`src/rtl/lcd_phy.sv`:
```
// lcd_phy: HD44780 bus timing engine; runs one SETUP/E-high/HOLD cycle per
// accepted instruction, with phase lengths scaled by a latched tick prescaler.
module lcd_phy #(
    parameter int DATA_WIDTH      = 8,
    parameter int INSTR_WIDTH     = 10,
    parameter int PRESCALER_WIDTH = 16,
    parameter int SETUP_TICKS     = 1,
    parameter int EHIGH_TICKS     = 3,
    parameter int HOLD_TICKS      = 2
) (
    input  logic                       clk_i,
    input  logic                       rst_i,
    input  logic                       phy_enable_i,
    input  logic [PRESCALER_WIDTH-1:0] prescaler_10ns_i,
    input  logic [INSTR_WIDTH-1:0]     lcd_instr_i,
    input  logic                       valid_instr_i,
    output logic                       phy_read_o,
    output logic [DATA_WIDTH-1:0]      lcd_rdata_o,
    output logic                       busy_o,
    output logic                       lcd_rs_o,
    output logic                       lcd_rw_o,
    output logic                       lcd_e_o,
    output logic [DATA_WIDTH-1:0]      lcd_db_o,
    output logic                       lcd_db_oe_o,
    input  logic [DATA_WIDTH-1:0]      lcd_db_i
);
    localparam int MAX_T = (SETUP_TICKS > EHIGH_TICKS) ?
        ((SETUP_TICKS > HOLD_TICKS) ? SETUP_TICKS : HOLD_TICKS) :
        ((EHIGH_TICKS > HOLD_TICKS) ? EHIGH_TICKS : HOLD_TICKS);
    localparam int PH_W = (MAX_T > 1) ? $clog2(MAX_T) : 1;
    localparam int PW = PRESCALER_WIDTH;

    typedef enum logic [1:0] {IDLE, SETUP, EHIGH, HOLD} state_t;

    state_t                state_q;
    logic [PW-1:0]         tick_q, p_q, p_d;
    logic [PH_W-1:0]       phase_q, ph_last;
    logic                  tick_end, phase_end;
    logic                  read_q, busy_q, rs_q, rw_q, e_q, oe_q;
    logic [DATA_WIDTH-1:0] db_q, rdata_q;

    always_comb begin
        p_d       = (prescaler_10ns_i == '0) ? PW'(1) : prescaler_10ns_i;
        ph_last   = (state_q == SETUP) ? PH_W'(SETUP_TICKS - 1) :
                    (state_q == EHIGH) ? PH_W'(EHIGH_TICKS - 1) : PH_W'(HOLD_TICKS - 1);
        tick_end  = tick_q == p_q - PW'(1);
        phase_end = tick_end && (phase_q == ph_last);
    end

    always_ff @(posedge clk_i or posedge rst_i) begin
        if (rst_i) begin
            state_q <= IDLE;
            tick_q  <= '0;
            phase_q <= '0;
            p_q     <= PW'(1);
            read_q  <= 1'b0;
            busy_q  <= 1'b0;
            rs_q    <= 1'b0;
            rw_q    <= 1'b0;
            e_q     <= 1'b0;
            oe_q    <= 1'b0;
            db_q    <= '0;
            rdata_q <= '0;
        end else begin
            read_q <= 1'b0;
            if (state_q == IDLE) begin
                if (valid_instr_i && phy_enable_i) begin
                    state_q <= SETUP;
                    read_q  <= 1'b1;
                    busy_q  <= 1'b1;
                    rs_q    <= lcd_instr_i[DATA_WIDTH+1];
                    rw_q    <= lcd_instr_i[DATA_WIDTH];
                    oe_q    <= !lcd_instr_i[DATA_WIDTH];
                    db_q    <= lcd_instr_i[DATA_WIDTH-1:0];
                    p_q     <= p_d;
                    tick_q  <= '0;
                    phase_q <= '0;
                end
            end else if (!tick_end) begin
                tick_q <= tick_q + PW'(1);
            end else if (!phase_end) begin
                tick_q  <= '0;
                phase_q <= phase_q + PH_W'(1);
            end else begin
                tick_q  <= '0;
                phase_q <= '0;
                if (state_q == SETUP) begin
                    state_q <= EHIGH;
                    e_q     <= 1'b1;
                end else if (state_q == EHIGH) begin
                    state_q <= HOLD;
                    e_q     <= 1'b0;
                    if (rw_q) rdata_q <= lcd_db_i;
                end else begin
                    state_q <= IDLE;
                    busy_q  <= 1'b0;
                    oe_q    <= 1'b0;
                end
            end
        end
    end

    assign phy_read_o  = read_q;
    assign busy_o      = busy_q;
    assign lcd_rs_o    = rs_q;
    assign lcd_rw_o    = rw_q;
    assign lcd_e_o     = e_q;
    assign lcd_db_oe_o = oe_q;
    assign lcd_db_o    = db_q;
    assign lcd_rdata_o = rdata_q;
endmodule

```
`config.mk`:
```
export PLATFORM = sky130hd
export DESIGN_NAME = lcd_phy
export DESIGN_NICKNAME = d
export VERILOG_FILES = /design/src/rtl/lcd_phy.sv
export SDC_FILE = /design/constraint.sdc
export NUM_CORES = 1
export LEC_CHECK = 0
export CAP_MARGIN = 10
export CORE_ASPECT_RATIO = 0.75
export CORE_UTILIZATION = 48
export DETAILED_ROUTE_END_ITERATION = 7
export GPL_ROUTABILITY_DRIVEN = 0
export PLACE_DENSITY = 0.82
export RECOVER_POWER = 50
export SKIP_LAST_GASP = 1
export SYNTH_ARGS = -nofsm -noshare
export SYNTH_HDL_FRONTEND = slang
export SYNTH_SLANG_ARGS = --single-unit
```
`constraint.sdc`:
```
create_clock -name clk_i -period 4.4 [get_ports clk_i]
set_input_delay 0.88 -clock clk_i [delete_from_list [all_inputs] [get_ports clk_i]]
set_output_delay 0.88 -clock clk_i [all_outputs]
set_load 0.05 [all_outputs]
```
==> flow_metrics.py <==
metrics = {
    "logic_synthesis": {
        "synth_edf_count": 0,
        "ys_seq_elements": 58,
        "synth_nets": 355,
        "ys_seq_area_frac": 0.4460,
        "synth_area_leaders": "dfrtp_1, mux2_1, xnor2_1",
        "syn_area_um2": 3257,
        "syn-instance-count": 311,
        "synth_common_cells": "dfrtp_1, mux2_1, nand2_1",
        "post-synth-top-area-cell": "dfrtp_1",
        "synth_warnings": 0,
        "synth_cell_types": 60,
        "syn_area_per_cell_um2": 10.47,
        "synth-main-ff-cell": "dfrtp_1",
        "async_reset_ff_frac": 1.000,
        "yosys.cell_count.top_type": "dfrtp_1",
        "netlist.area_leader.share": 0.4380,
    },
    "grt": {
        "grt_overflow": 0,
        "antenna_found_initial": 0,
        "grt_pass1_vias": 2643,
        "grt_pass1_wl_mm": 12.70,
        "grt_max_degree": 47,
        "grt_usage": 0.2301,
    },
    "critical_path": {
        "slowest_stage": "nor3b_1",
        "end_kind": "flip-flop",
        "critPathRequiredTime_ns": 4.59,
        "worstPathArrival_ns": 3.54,
        "crit_chain": "inv_1 -> ha_1 -> nor3b_1 -> a21oi_1 -> nor4_1 -> nand4_1 -> a2111o_1 -> buf_4 -> nand2_1 -> o311ai_1",
        "rr_worst_depth": 10,
        "r2r_setup_slack_ns": 1.05,
        "r2r-start": "p_q[1]",
        "r2r-end": "tick_q[13]",
        "crit_fanout": 17,
        "worstSetupPathType": "reg2reg",
        "worst_setup_path_start_kind": "flip-flop",
        "cpPeakStageDelay_ns": 0.61,
    },
    "cts": {
        "ctsHoldBuffers": 0,
        "path_clk_slew_ns": 0.06,
        "h-tree-depth": 3,
        "cts_tree": "yes",
        "cts_setup_buffers": 0,
        "clock_latency_ns": 0.34,
        "clockBufferDepth": 2,
        "cts-resized-gates": 0,
        "cts.sinks": 58,
        "root_buffer": "clkbuf_8",
        "cts_buffers": 9,
    },
    "timing": {
        "tns_ns": 0,
        "rsz0062_at_grt": "false",
        "worst_pin_slew_ns": 1.723,
        "fin_crit_ns": 3.352,
        "finalSetupViolCount": 0,
        "post-route-period-util": 0.7618,
        "fmax_mhz": 298.3,
        "final_max_slew_viol_count": 47,
        "slew_headroom": -0.1498,
        "skew_ns": 0.004614,
        "hold_viol_final": 0,
    },
    "floorplanning": {
        "initial_core_util": 0.5079,
        "num_io_pins": 60,
        "core_um2": 6412,
        "die_w_um": 97.12,
        "die_height_um": 73.34,
        "die_area_um2": 7122,
        "row_count": 25,
    },
    "route": {
        "drc": 0,
        "vias": 2618,
        "drt_pre_antenna_iters": 4,
        "drt-wirelength-per-cell_um": 16.78,
        "antenna_left": 0,
        "drt_first_iter_violations": 90,
        "totalWireLength_mm": 7.583,
        "routed_via_density": 5.792,
    },
    "worst_hold_path": {
        "whs_path_depth": 1,
        "hold_path_class": "reg2reg",
        "hp-start": "lcd_db_o[6]",
        "whs_endpoint": "lcd_db_o[6]",
    },
    "outcome": {
        "status": "finished, violations left",
        "violations": "max-capacitance violations, max-slew violations",
    },
    "cells_and_area": {
        "antennaDiodeCount": 0,
        "fillCellCount": 501,
        "final_layout_size_suffix_gt1_frac": 0.1024,
        "syn2layout_area_growth_pct": 25.78,
        "nets": 412,
    },
    "power": {
        "p_total_mw": 2.495,
        "power_density_nw_per_um2": 609.2,
        "cellLeakagePower_nw": 1.675,
        "ir_drop_mv": 0.4096,
    },
    "place": {
        "port_buffers": 59,
        "dp_hpwl_mm": 5.416,
    },
    "flow_run": {
        "maxCapViolCount": 1,
    },
}
==> layout make-up <==
class	instances	area, um2	share of cell area
sequential	58	1453	0.3546
tap	81	101.3	0.02474
timing repair buffer	62	609.3	0.1487
clock inverter	3	40.04	0.009774
multi-input combinational	220	1678	0.4096
clock buffer	11	151.4	0.03696
inverter	17	63.81	0.01558
==> critical path, delay by kind of cell, from the launching register on <==
family	cells	cell delay (ns)
buf+inv	2	0.28
fa+ha+maj	1	0.19
compound gates	3	0.67
simple gates	4	1.66
flops	1	0.41
==> metal layers <==
layer / share of wire / wire [um] / track usage
met5: 0 / 0 / 0
met4: 0.0067 / 51 / 0.05804
met3: 0.059 / 451 / 0.08754
met2: 0.48 / 3627 / 0.3740
met1: 0.46 / 3453 / 0.2928
==> layout by cell type, fill, tap and decap left out, types with 2 or more instances in the layout <==
| cell type | synthesis | final |
|---|---|---|
| nand3_1 | 11 | 11 |
| or3_1 | 3 | 3 |
| a2111o_1 | 2 | 2 |
| mux2_1 | 29 | 29 |
| xor2_1 | 8 | 8 |
| o22ai_1 | 5 | 5 |
| buf_4 | 0 | 2 |
| clkdlybuf4s50_1 | 0 | 48 |
| or4_1 | 2 | 2 |
| o211ai_1 | 5 | 5 |
| a211oi_1 | 3 | 3 |
| nor3_1 | 4 | 4 |
| and3_1 | 3 | 3 |
| or2_1 | 2 | 2 |
| a31oi_1 | 7 | 7 |
| o21ai_1 | 5 | 5 |
| nand3b_1 | 3 | 3 |
| nor3b_1 | 2 | 2 |
| o311ai_1 | 5 | 5 |
| nand4_1 | 11 | 11 |
| o21ai_0 | 2 | 2 |
| inv_1 | 15 | 16 |
| mux2_2 | 6 | 6 |
| a21oi_1 | 5 | 5 |
| ha_1 | 6 | 6 |
| or4_4 | 3 | 3 |
| nor2_1 | 11 | 11 |
| dfrtp_1 | 57 | 57 |
| and2_1 | 5 | 5 |
| nand2_1 | 25 | 25 |
| clkbuf_8 | 0 | 11 |
| clkinv_2 | 0 | 2 |
| xnor2_1 | 12 | 12 |
| nor4_1 | 8 | 8 |
| nand2b_1 | 3 | 3 |
| dlygate4sd3_1 | 0 | 11 |
==> flip-flops by register name, summed over array words and instances, names as in the netlist <==
register     cells
p_q             16
lcd_rw_o         1
tick_q          16
lcd_rdata_o      8
busy_o           1
lcd_db_oe_o      1
phase_q          2
phy_read_o       1
state_q          2
lcd_db_o         8
lcd_rs_o         1
lcd_e_o          1
==> how the worst max path moves through the flow <==
stage                          end  cells after the start   start  slack [ns]
floorplan               state_q[1]                      8  p_q[4]        1.28
global placement    lcd_rdata_o[7]                      7  p_q[4]        1.21
detailed placement  lcd_rdata_o[1]                      9  p_q[1]        1.12
CTS                     tick_q[13]                     10  p_q[1]        1.07
global route        lcd_rdata_o[2]                      9  p_q[1]        0.79
finish                  tick_q[13]                     10  p_q[1]        1.05
==> where the power goes <==
| group | leakage (nW) | internal (mW) | switching, mW |
|---|---|---|---|
| Clock | 0.101 | 0.284 | 0.204 |
| Sequential | 0.722 | 0.704 | 0.212 |
| Combinational | 0.852 | 0.455 | 0.637 |
==> per-stage QoR <==
stage / cell area [um2] / hold WS (ns) / utilization / setup WS, ns / instances
after floorplan: 3257 / 0.4785 / - / 1.275 / 311
after global placement: 3909 / 0.4674 / 0.6096 / 1.214 / 438
after detailed placement: 3909 / 0.4784 / 0.6096 / 1.118 / 438
after CTS: 4100 / 0.4934 / 0.6394 / 1.074 / 452
after global routing: 4096 / 0.5048 / 0.6388 / 0.7933 / 452
final: 4096 / 0.4822 / 0.6388 / 1.048 / 452
==> kinds of logic (layout without fill, tap and decap cells) <==
family,count (synthesis),count (layout),share of synthesized area
mux,37,37,0.1287
simple gates,105,105,0.1840
buf+inv,33,93,0.03880
compound gates,52,52,0.1256
flops,58,58,0.4460
fa+ha+maj,6,6,0.02305
xor+xnor,20,20,0.05378
No activity file was read; power rests on OpenSTA's default activity.
